<file path="src/rtl/fpa_pipe_param.sv">
// Pipelined IEEE-754 add/subtract with generic exponent/fraction widths, RNE rounding,
// full special-value handling and a stall-all valid/ready stream interface.
module fpa_pipe_param #(
    parameter int EXP_W = 8,
    parameter int MAN_W = 23
) (
    input  logic                 clk,
    input  logic                 rst,
    input  logic                 in_valid,
    output logic                 in_ready,
    input  logic [EXP_W+MAN_W:0] a,
    input  logic [EXP_W+MAN_W:0] b,
    input  logic                 sub,
    output logic                 out_valid,
    input  logic                 out_ready,
    output logic [EXP_W+MAN_W:0] c,
    output logic                 flg_inv,
    output logic                 flg_ovf,
    output logic                 flg_inx
);
    localparam int W  = 1 + EXP_W + MAN_W;
    localparam int M  = MAN_W;
    localparam int SW = MAN_W + 4;
    localparam int XW = EXP_W + $clog2(MAN_W + 4) + 2;
    localparam logic [W-1:0]  QNAN   = {1'b0, {EXP_W{1'b1}}, 1'b1, {(M-1){1'b0}}};
    localparam logic [XW-1:0] X_ONE  = XW'(1);
    localparam logic [XW-1:0] X_MAXE = XW'((1 << EXP_W) - 1);

    logic [5:0]       r_vld;
    logic             w_en;
    logic [W-1:0]     r0_a, r0_b;
    logic             r0_sub;
    logic [3:0]       r_spec, r_sinv;
    logic [W-1:0]     r_sc [4];
    logic [W-1:0]     r_c;
    logic             r_inv, r_ovf, r_inx;

    assign w_en      = ~r_vld[5] | out_ready;
    assign in_ready  = w_en;
    assign out_valid = r_vld[5];
    assign c         = r_c;
    assign flg_inv   = r_inv;
    assign flg_ovf   = r_ovf;
    assign flg_inx   = r_inx;

    // S1: classify both operands; index 0 is A, index 1 is B with effective sign
    logic [W-1:0]     w_op  [2];
    logic [EXP_W-1:0] w_eff [2];
    logic [M:0]       w_sig [2];
    logic [1:0]       w_sgn, w_nan, w_snan, w_inf;
    logic             w_spec, w_sinv, w_inf_clash;
    logic [W-1:0]     w_sc;

    assign w_op[0] = r0_a;
    assign w_op[1] = r0_b;
    assign w_sgn   = {r0_b[W-1] ^ r0_sub, r0_a[W-1]};

    genvar gi;
    generate
        for (gi = 0; gi < 2; gi++) begin : g_unpack
            logic [EXP_W-1:0] w_fld;
            assign w_fld       = w_op[gi][M +: EXP_W];
            assign w_nan[gi]   = (&w_fld) & (|w_op[gi][M-1:0]);
            assign w_snan[gi]  = w_nan[gi] & ~w_op[gi][M-1];
            assign w_inf[gi]   = (&w_fld) & ~(|w_op[gi][M-1:0]);
            assign w_eff[gi]   = (|w_fld) ? w_fld : EXP_W'(1);
            assign w_sig[gi]   = {|w_fld, w_op[gi][M-1:0]};
        end
    endgenerate

    assign w_inf_clash = (&w_inf) & (w_sgn[0] ^ w_sgn[1]);
    assign w_spec      = (|w_nan) | (|w_inf);
    assign w_sinv      = (|w_snan) | w_inf_clash;
    assign w_sc        = ((|w_nan) | w_inf_clash) ? QNAN :
                         w_inf[0] ? {w_sgn[0], {EXP_W{1'b1}}, {M{1'b0}}} :
                                    {w_sgn[1], {EXP_W{1'b1}}, {M{1'b0}}};

    // S2: order by magnitude so the subtraction below can never go negative
    logic [1:0]       r1_sgn;
    logic [EXP_W-1:0] r1_ea, r1_eb;
    logic [M:0]       r1_ma, r1_mb;
    logic             w_swap;
    assign w_swap = {r1_eb, r1_mb} > {r1_ea, r1_ma};

    // S3: align Y into guard/round/sticky positions
    logic             r2_sx, r2_esub;
    logic [EXP_W-1:0] r2_ex, r2_d;
    logic [M:0]       r2_mx, r2_my;
    logic [SW-1:0]    w_ye, w_sh3, w_lost, w_al;

    always_comb begin
        w_ye   = {r2_my, 3'b000};
        w_sh3  = w_ye >> r2_d;
        w_lost = w_ye & ~({SW{1'b1}} << r2_d);
        if (XW'(r2_d) >= XW'(M + 3))
            w_al = {{(SW-1){1'b0}}, |r2_my};
        else
            w_al = {w_sh3[SW-1:1], w_sh3[0] | (|w_lost)};
    end

    // S4: magnitude add or subtract
    logic             r3_sx, r3_esub;
    logic [EXP_W-1:0] r3_ex;
    logic [SW-1:0]    r3_xe, r3_ye;
    logic [SW:0]      w_sum;
    assign w_sum = r3_esub ? ({1'b0, r3_xe} - {1'b0, r3_ye}) : ({1'b0, r3_xe} + {1'b0, r3_ye});

    // S5: normalise, round to nearest even, pack
    logic             r4_sx, r4_esub;
    logic [EXP_W-1:0] r4_ex;
    logic [SW:0]      r4_sum;
    logic [SW-1:0]    w_m, w_mn;
    logic [XW-1:0]    w_e, w_lz, w_sh, w_e2, w_ef;
    logic [M+1:0]     w_rnd;
    logic             w_up, w_ovf, w_inx;
    logic [W-1:0]     w_res;

    always_comb begin
        w_m = r4_sum[SW-1:0];
        w_e = XW'(r4_ex);
        if (r4_sum[SW]) begin
            w_m = {r4_sum[SW:2], r4_sum[1] | r4_sum[0]};
            w_e = XW'(r4_ex) + X_ONE;
        end
        w_lz = XW'(SW);
        for (int i = 0; i < SW; i++)
            if (w_m[i]) w_lz = XW'(SW - 1 - i);
        // never shift below exponent 1; whatever remains unnormalised is subnormal
        w_sh  = (w_lz < w_e - X_ONE) ? w_lz : w_e - X_ONE;
        w_mn  = w_m << w_sh;
        w_e2  = w_e - w_sh;
        w_up  = w_mn[2] & (w_mn[1] | w_mn[0] | w_mn[3]);
        w_rnd = {1'b0, w_mn[SW-1:3]} + {{(M+1){1'b0}}, w_up};
        w_ef  = '0;
        if (w_rnd[M+1])
            w_ef = w_e2 + X_ONE;
        else if (w_rnd[M])
            w_ef = w_e2;
        w_inx = |w_mn[2:0];
        w_ovf = 1'b0;
        w_res = {r4_sx, w_ef[EXP_W-1:0], (w_rnd[M+1] ? w_rnd[M:1] : w_rnd[M-1:0])};
        if (w_ef >= X_MAXE) begin
            w_res = {r4_sx, {EXP_W{1'b1}}, {M{1'b0}}};
            w_ovf = 1'b1;
            w_inx = 1'b1;
        end
        if (r4_sum == '0) begin
            w_res = {~r4_esub & r4_sx, {(W-1){1'b0}}};
            w_inx = 1'b0;
            w_ovf = 1'b0;
        end
    end

    always_ff @(posedge clk) begin
        if (rst) begin
            r_vld <= '0;
            r_c   <= '0;
            r_inv <= 1'b0;
            r_ovf <= 1'b0;
            r_inx <= 1'b0;
        end else if (w_en) begin
            r_vld   <= {r_vld[4:0], in_valid};
            r0_a    <= a;
            r0_b    <= b;
            r0_sub  <= sub;
            r1_sgn  <= w_sgn;
            r1_ea   <= w_eff[0];
            r1_eb   <= w_eff[1];
            r1_ma   <= w_sig[0];
            r1_mb   <= w_sig[1];
            r_spec  <= {r_spec[2:0], w_spec};
            r_sinv  <= {r_sinv[2:0], w_sinv};
            r_sc[0] <= w_sc;
            for (int i = 1; i < 4; i++)
                r_sc[i] <= r_sc[i-1];
            r2_sx   <= w_swap ? r1_sgn[1] : r1_sgn[0];
            r2_esub <= r1_sgn[1] ^ r1_sgn[0];
            r2_ex   <= w_swap ? r1_eb : r1_ea;
            r2_mx   <= w_swap ? r1_mb : r1_ma;
            r2_my   <= w_swap ? r1_ma : r1_mb;
            r2_d    <= w_swap ? (r1_eb - r1_ea) : (r1_ea - r1_eb);
            r3_sx   <= r2_sx;
            r3_esub <= r2_esub;
            r3_ex   <= r2_ex;
            r3_xe   <= {r2_mx, 3'b000};
            r3_ye   <= w_al;
            r4_sx   <= r3_sx;
            r4_esub <= r3_esub;
            r4_ex   <= r3_ex;
            r4_sum  <= w_sum;
            if (r_vld[4]) begin
                r_c   <= r_spec[3] ? r_sc[3] : w_res;
                r_inv <= r_spec[3] & r_sinv[3];
                r_ovf <= ~r_spec[3] & w_ovf;
                r_inx <= ~r_spec[3] & w_inx;
            end
        end
    end

endmodule

</file>
<file path="config.mk">
export PLATFORM = sky130hd
export DESIGN_NAME = fpa_pipe_param
export DESIGN_NICKNAME = d
export VERILOG_FILES = /design/src/rtl/fpa_pipe_param.sv
export SDC_FILE = /design/constraint.sdc
export NUM_CORES = 1
export LEC_CHECK = 0
export ABC_AREA = 1
export CAP_MARGIN = 10
export CORE_AREA = 2 2 229 231
export CTS_CLUSTER_SIZE = 30
export DETAILED_ROUTE_END_ITERATION = 12
export DIE_AREA = 0 0 231 233
export HOLD_SLACK_MARGIN = 0.03
export PLACE_DENSITY = 0.64
export SLEW_MARGIN = 20
export SYNTH_ARGS = -nofsm -noshare
export SYNTH_HDL_FRONTEND = slang
export SYNTH_SLANG_ARGS = --single-unit
export TNS_END_PERCENT = 100
</file>
<file path="constraint.sdc">
create_clock -name clk -period 23.9 [get_ports clk]
set_input_delay 5.975 -clock clk [delete_from_list [all_inputs] [get_ports clk]]
set_output_delay 5.975 -clock clk [all_outputs]
set_load 0.1 [all_outputs]
</file>
# After elaboration in Yosys (flattened, before gate mapping)
# Memory sizes are Yosys's and may differ from the RTL's.
# Cells that the tools add are included.
[classes]
n_addsub = 9
n_lt_le_gt_ge = 4
shifts = 3
mux = 52
bitwise_logic = 33
reduce_logical = 16
[op_table]
columns = ["operator", "n"]
rows = [
  ["$mux W15", 29],
  ["$mux W32", 4],
  ["$mux W24", 2],
  ["$reduce_or A23 Y1", 2],
  ["$gt A32 B32 Y1", 1],
  ["$mux W31", 1],
  ["$add A27 B27 Y28", 1],
  ["$logic_not A28 Y1", 1],
  ["$mux W28", 1],
  ["$sub A27 B27 Y28", 1],
  ["$and A27 B27 Y27", 1],
  ["$mux W27", 1],
  ["$not A27 Y27", 1],
  ["$reduce_or A27 Y1", 1],
  ["$shl A27 B15 Y27", 1],
  ["$shl A27 B8 Y27 const A", 1],
  ["$shr A27 B8 Y27", 1],
  ["$add A24 B1 Y25", 1],
  ["$reduce_or A24 Y1", 1],
  ["$mux W23", 1],
  ["$mux W8", 2],
  ["$reduce_and A8 Y1", 2],
  ["$reduce_or A8 Y1", 2],
  ["$sub A8 B8 Y8", 2],
  ["16 further kinds", 56],
]
[totals]
reg_bits = 345
ram_bits = 128
inputBits = 69
out_inout_bits = 37
word_cells = 149
n_memories = 1
[mem_list]
columns = ["memory", "depth", "word_bits", "rd", "rd_ports_with_merged_regs", "wr", "line_no", "source"]
rows = [
  ["r_sc", 4, 32, 4, 0, 4, "34", "logic [W-1:0] r_sc [4];"],
]

# Logic depth before layout (Yosys ltp)
[depth]
depth_word = 42
mapped_depth = 62
depth_no_buf = 58

# Worst setup path before layout
# OpenSTA, ideal clock, no wires.
[synth_path]
kind = "input port to flip-flop"
from = "input rst"
to = "register r0_a[0] (enable)"
setup_ns = 0.992
arrival_time_ns = 19.120
required_time_ns = 22.908
slack_ns = 3.788
cell_stages = 2
path_buffers = 1
path_cell_list = "clkbuf_1 > nor2_1"
[synth_between]
elab_chain_len = 2
[synth_rtl]
columns = ["item", "line_no", "source"]
rows = [
  ["from (decl)", "8", "input logic rst,"],
  ["$not A1 Y1 (no line)", "--", ""],
  ["$reduce_and A2 Y1 (no line)", "--", ""],
  ["to (signal assigned)", "163", "r0_a <= a;"],
  ["to (decl)", "31", "logic [W-1:0] r0_a, r0_b;"],
]
# No other way between the ends.
# A chain may end at the register's enable or synchronous reset.

# Worst setup path in the final report
[layout_path]
from = "input out_ready"
to = "output in_ready"
[layout_between]
elab_chain_len = 1
[layout_rtl]
columns = ["item", "line_no", "source"]
rows = [
  ["from (decl)", "15", "input logic out_ready,"],
  ["$or A1 B1 Y1", "38", "assign w_en = ~r_vld[5] | out_ready;"],
  ["to (decl)", "10", "output logic in_ready,"],
]
# No other way between the ends.

==> results.yml <==
timing:
  rsz0062_at_grt: "false"
  fin_worst_skew_ps: 35.6
  fin_crit_sh_pct: 58.8
  setup_ws_ps: 9840
  tightest_slew_ps: 996
  setup_viol: 0
  tns_ps: 0
  max_freq_ghz: 0.0711
  finalHoldViolCount: 0
  fin_crit_ps: 14060
  maxSlewHeadroom_pct: 33.4
  drv_slew: 0
  holdWs_ps: 417
final_layout:
  design_area_um2: 23500
  drive_above_1_share_pct: 5.41
  num-fill-cells: 4976
  fin_cells: 3140
  syn_to_final_growth_pct: 13.2
  n_antenna_cell: 0
  fin_nets: 2607
setup_path:
  cp_slowest_cell: "clkdlybuf4s50_1"
  r2r_setup_slack_ps: 15950
  max_stage_delay_ps: 1020
  crit_family: "buffers and inverters"
  crit_type: "input pin to output port"
  required_ps: 17930
  ff2ff_path_depth: 46
  crit_path_start_kind: "input pin"
  worstReg2RegEnd: "c[22]"
  cp_cell_sequence: "clkdlybuf4s50_1 -> nor2_1 -> inv_1 -> clkdlybuf4s50_1"
  rr_startpoint: "r4_sum[27]"
  critPathCaptureType: "output port"
  cp.arrival_ps: 8080
  crit_top_cell: "clkdlybuf4s50_1"
  crit_buf_inv: 3
  critPathMaxFanout: 9
clocking:
  clock_tree.root_cell: "clkbuf_16"
  tritoncts: "yes"
  cts_buffer_depth: 3
  clkSlewWorstSetupHoldPaths_ps: 60
  cts_made_buffers: 39
  htree_levels: 2
  holdBufCountCts: 0
  worstSkewPairLatency_ps: 550
  cts_setup_buffers: 0
  clkSinkCount: 353
  post_cts_resized: 0
place:
  dpl_cell_area_um2: 22300
  port_buffers: 105
  dpl.cell_count: 3072
  gp_congestion: 0.901
  hpwl_um: 36300
  dp_slack_ps: 9830
synthesis:
  synth_area_um2: 20800
  synth_edf_count: 312
  synth_fp_nets: 2549
  ys_seq_area_share_pct: 49.1
  yosysUniqueCellTypes: 64
  synth_cells: 2375
  ys_async_sr_fraction_pct: 0
  ys_warn_count: 0
  syn_area_per_cell_um2: 8.74
  synth_seq_cells: 353
  synth_ff_type: "edfxtp_1"
status:
  status: "finished, final reports clean"
routing:
  vias_per_cell: 5.19
  detail-route-antenna-nets: 0
  drtIter0Drc: 1228
  wl_per_cell_um: 15.2
  drt_wl_total_um: 47700
  num_vias: 16300
  dr.pass1.iters: 7
  drc: 0
floorplanning:
  die_area_um2: 53800
  rows: 83
  initial_core_util_pct: 40.6
  core_um2: 51100
  die_w_um: 231
  die_y_um: 233
  io_pins: 106
power_and_ir_drop:
  power_leakage_uw: 0.00953
  p_per_area_nw_per_um2: 77.9
  ir_worst_vdd_mv: 0.0586
global_route:
  grt_pass1_vias: 15800
  grt_pass1_wl_um: 78300
  grt_antenna_before_repair: 0
  grt_max_degree: 85
  grt.total_usage_pct: 17.8
  gr-total-overflow: 0
min_path:
  hold_path_class: "register to register"
  min_path_cells: 0
  hold_start: "r2_mx[16]"
  hold_end: "r3_xe[19]"
job:
  maxCapViolations: 0
==> power by group <==
part           switching (uW)  internal, uW  leakage (uW)  total (uW)
clock                     234           335      0.000593         569
sequential               31.5           735       0.00339         767
combinational             336           159       0.00554         495
==> how the worst max path moves through the flow <==
stage,start,cells past startpoint,slack (ps),to
after CTS,out_ready,4,9830,in_ready
after global placement,out_ready,4,9860,in_ready
after detailed placement,out_ready,4,9830,in_ready
after global routing,out_ready,4,9730,in_ready
after floorplan,rst,2,3790,r0_a[0]
final,out_ready,4,9840,in_ready
==> cell usage in the layout, fill, tap and decap left out, types with 39 or more instances in the layout <==
cell / count
a21oi_1: 139
clkbuf_16: 39
clkdlybuf4s50_1: 105
dfxtp_1: 41
edfxtp_1: 312
ha_1: 101
inv_1: 250
nand2_1: 482
nand3_1: 262
nor2_1: 142
o21ai_0: 204
xor2_1: 49
==> layout make-up <==
cell class	count	area, um^2	area share [%]
clock inverters	20	209	0.889
repair buffers	121	1170	4.98
multi-input cells	1653	9080	38.6
clock buffers	48	1010	4.30
inverters	265	995	4.23
well taps	680	851	3.62
flip-flops and latches	353	10200	43.3
==> stage by stage <==
step / util, % / total power, uW
6_report: 46.0 / 1830
5_1_grt: 46.0 / 1950
4_1_cts: 46.0 / 1850
3_5_place_dp: 43.6 / 1270
3_3_place_gp: 43.6 / 1270
2_1_floorplan: - / 1150
==> Yosys cell counts, types with 11 or more instances <==
cell | count | area (um^2)
a21oi_1 | 139 | 696
a31oi_1 | 14 | 87.6
buf_2 | 14 | 70.1
buf_6 | 12 | 135
clkbuf_1 | 68 | 255
dfxtp_1 | 41 | 821
edfxtp_1 | 312 | 9370
ha_1 | 101 | 1260
inv_1 | 250 | 938
mux2i_1 | 13 | 130
nand2_1 | 483 | 1810
nand3_1 | 262 | 1310
nand4_1 | 30 | 188
nor2_1 | 144 | 541
nor2_2 | 11 | 68.8
nor3_1 | 31 | 155
nor4_1 | 25 | 156
o21ai_0 | 204 | 1020
o21bai_1 | 15 | 113
xnor2_1 | 15 | 131
xor2_1 | 49 | 429
==> routing by layer <==
metal	track usage, %	part of all wire, %	wire length [um]	up-vias
li1	-	-	-	8297
met1	22.9	45	21300	7548
met2	31.0	49	23200	365
met3	2.06	3.8	1810	74
met4	6.35	2.8	1320	0
met5	0	0	0	-
==> registers in the layout, indices dropped and copies added, names as in the netlist, 2 cells and up <==
register  count
c            32
r0_a         32
r0_b         32
r1_ea         8
r1_eb         8
r1_ma        24
r1_mb        24
r1_sgn        2
r2_d          8
r2_ex         8
r2_mx        24
r2_my        24
r3_ex         8
r3_xe        24
r3_ye        27
r4_ex         8
r4_sum       28
r_sc          8
r_sinv        4
r_spec        4
r_vld         6
==> cells by family (layout without fill, tap and decap cells) <==
logic type | count (synthesis) | count (layout) | share of synthesized area, %
AND/OR/NAND/NOR | 1032 | 1032 | 22.1
AO/OA/AOI/OAI | 439 | 439 | 11.7
buffers and inverters | 369 | 454 | 7.30
flip-flops | 353 | 353 | 49.1
adder cells (fa/ha/maj) | 105 | 105 | 6.47
XOR/XNOR | 64 | 64 | 2.70
multiplexers | 13 | 13 | 0.627
Note: power is estimated with default switching activity, not from simulation.
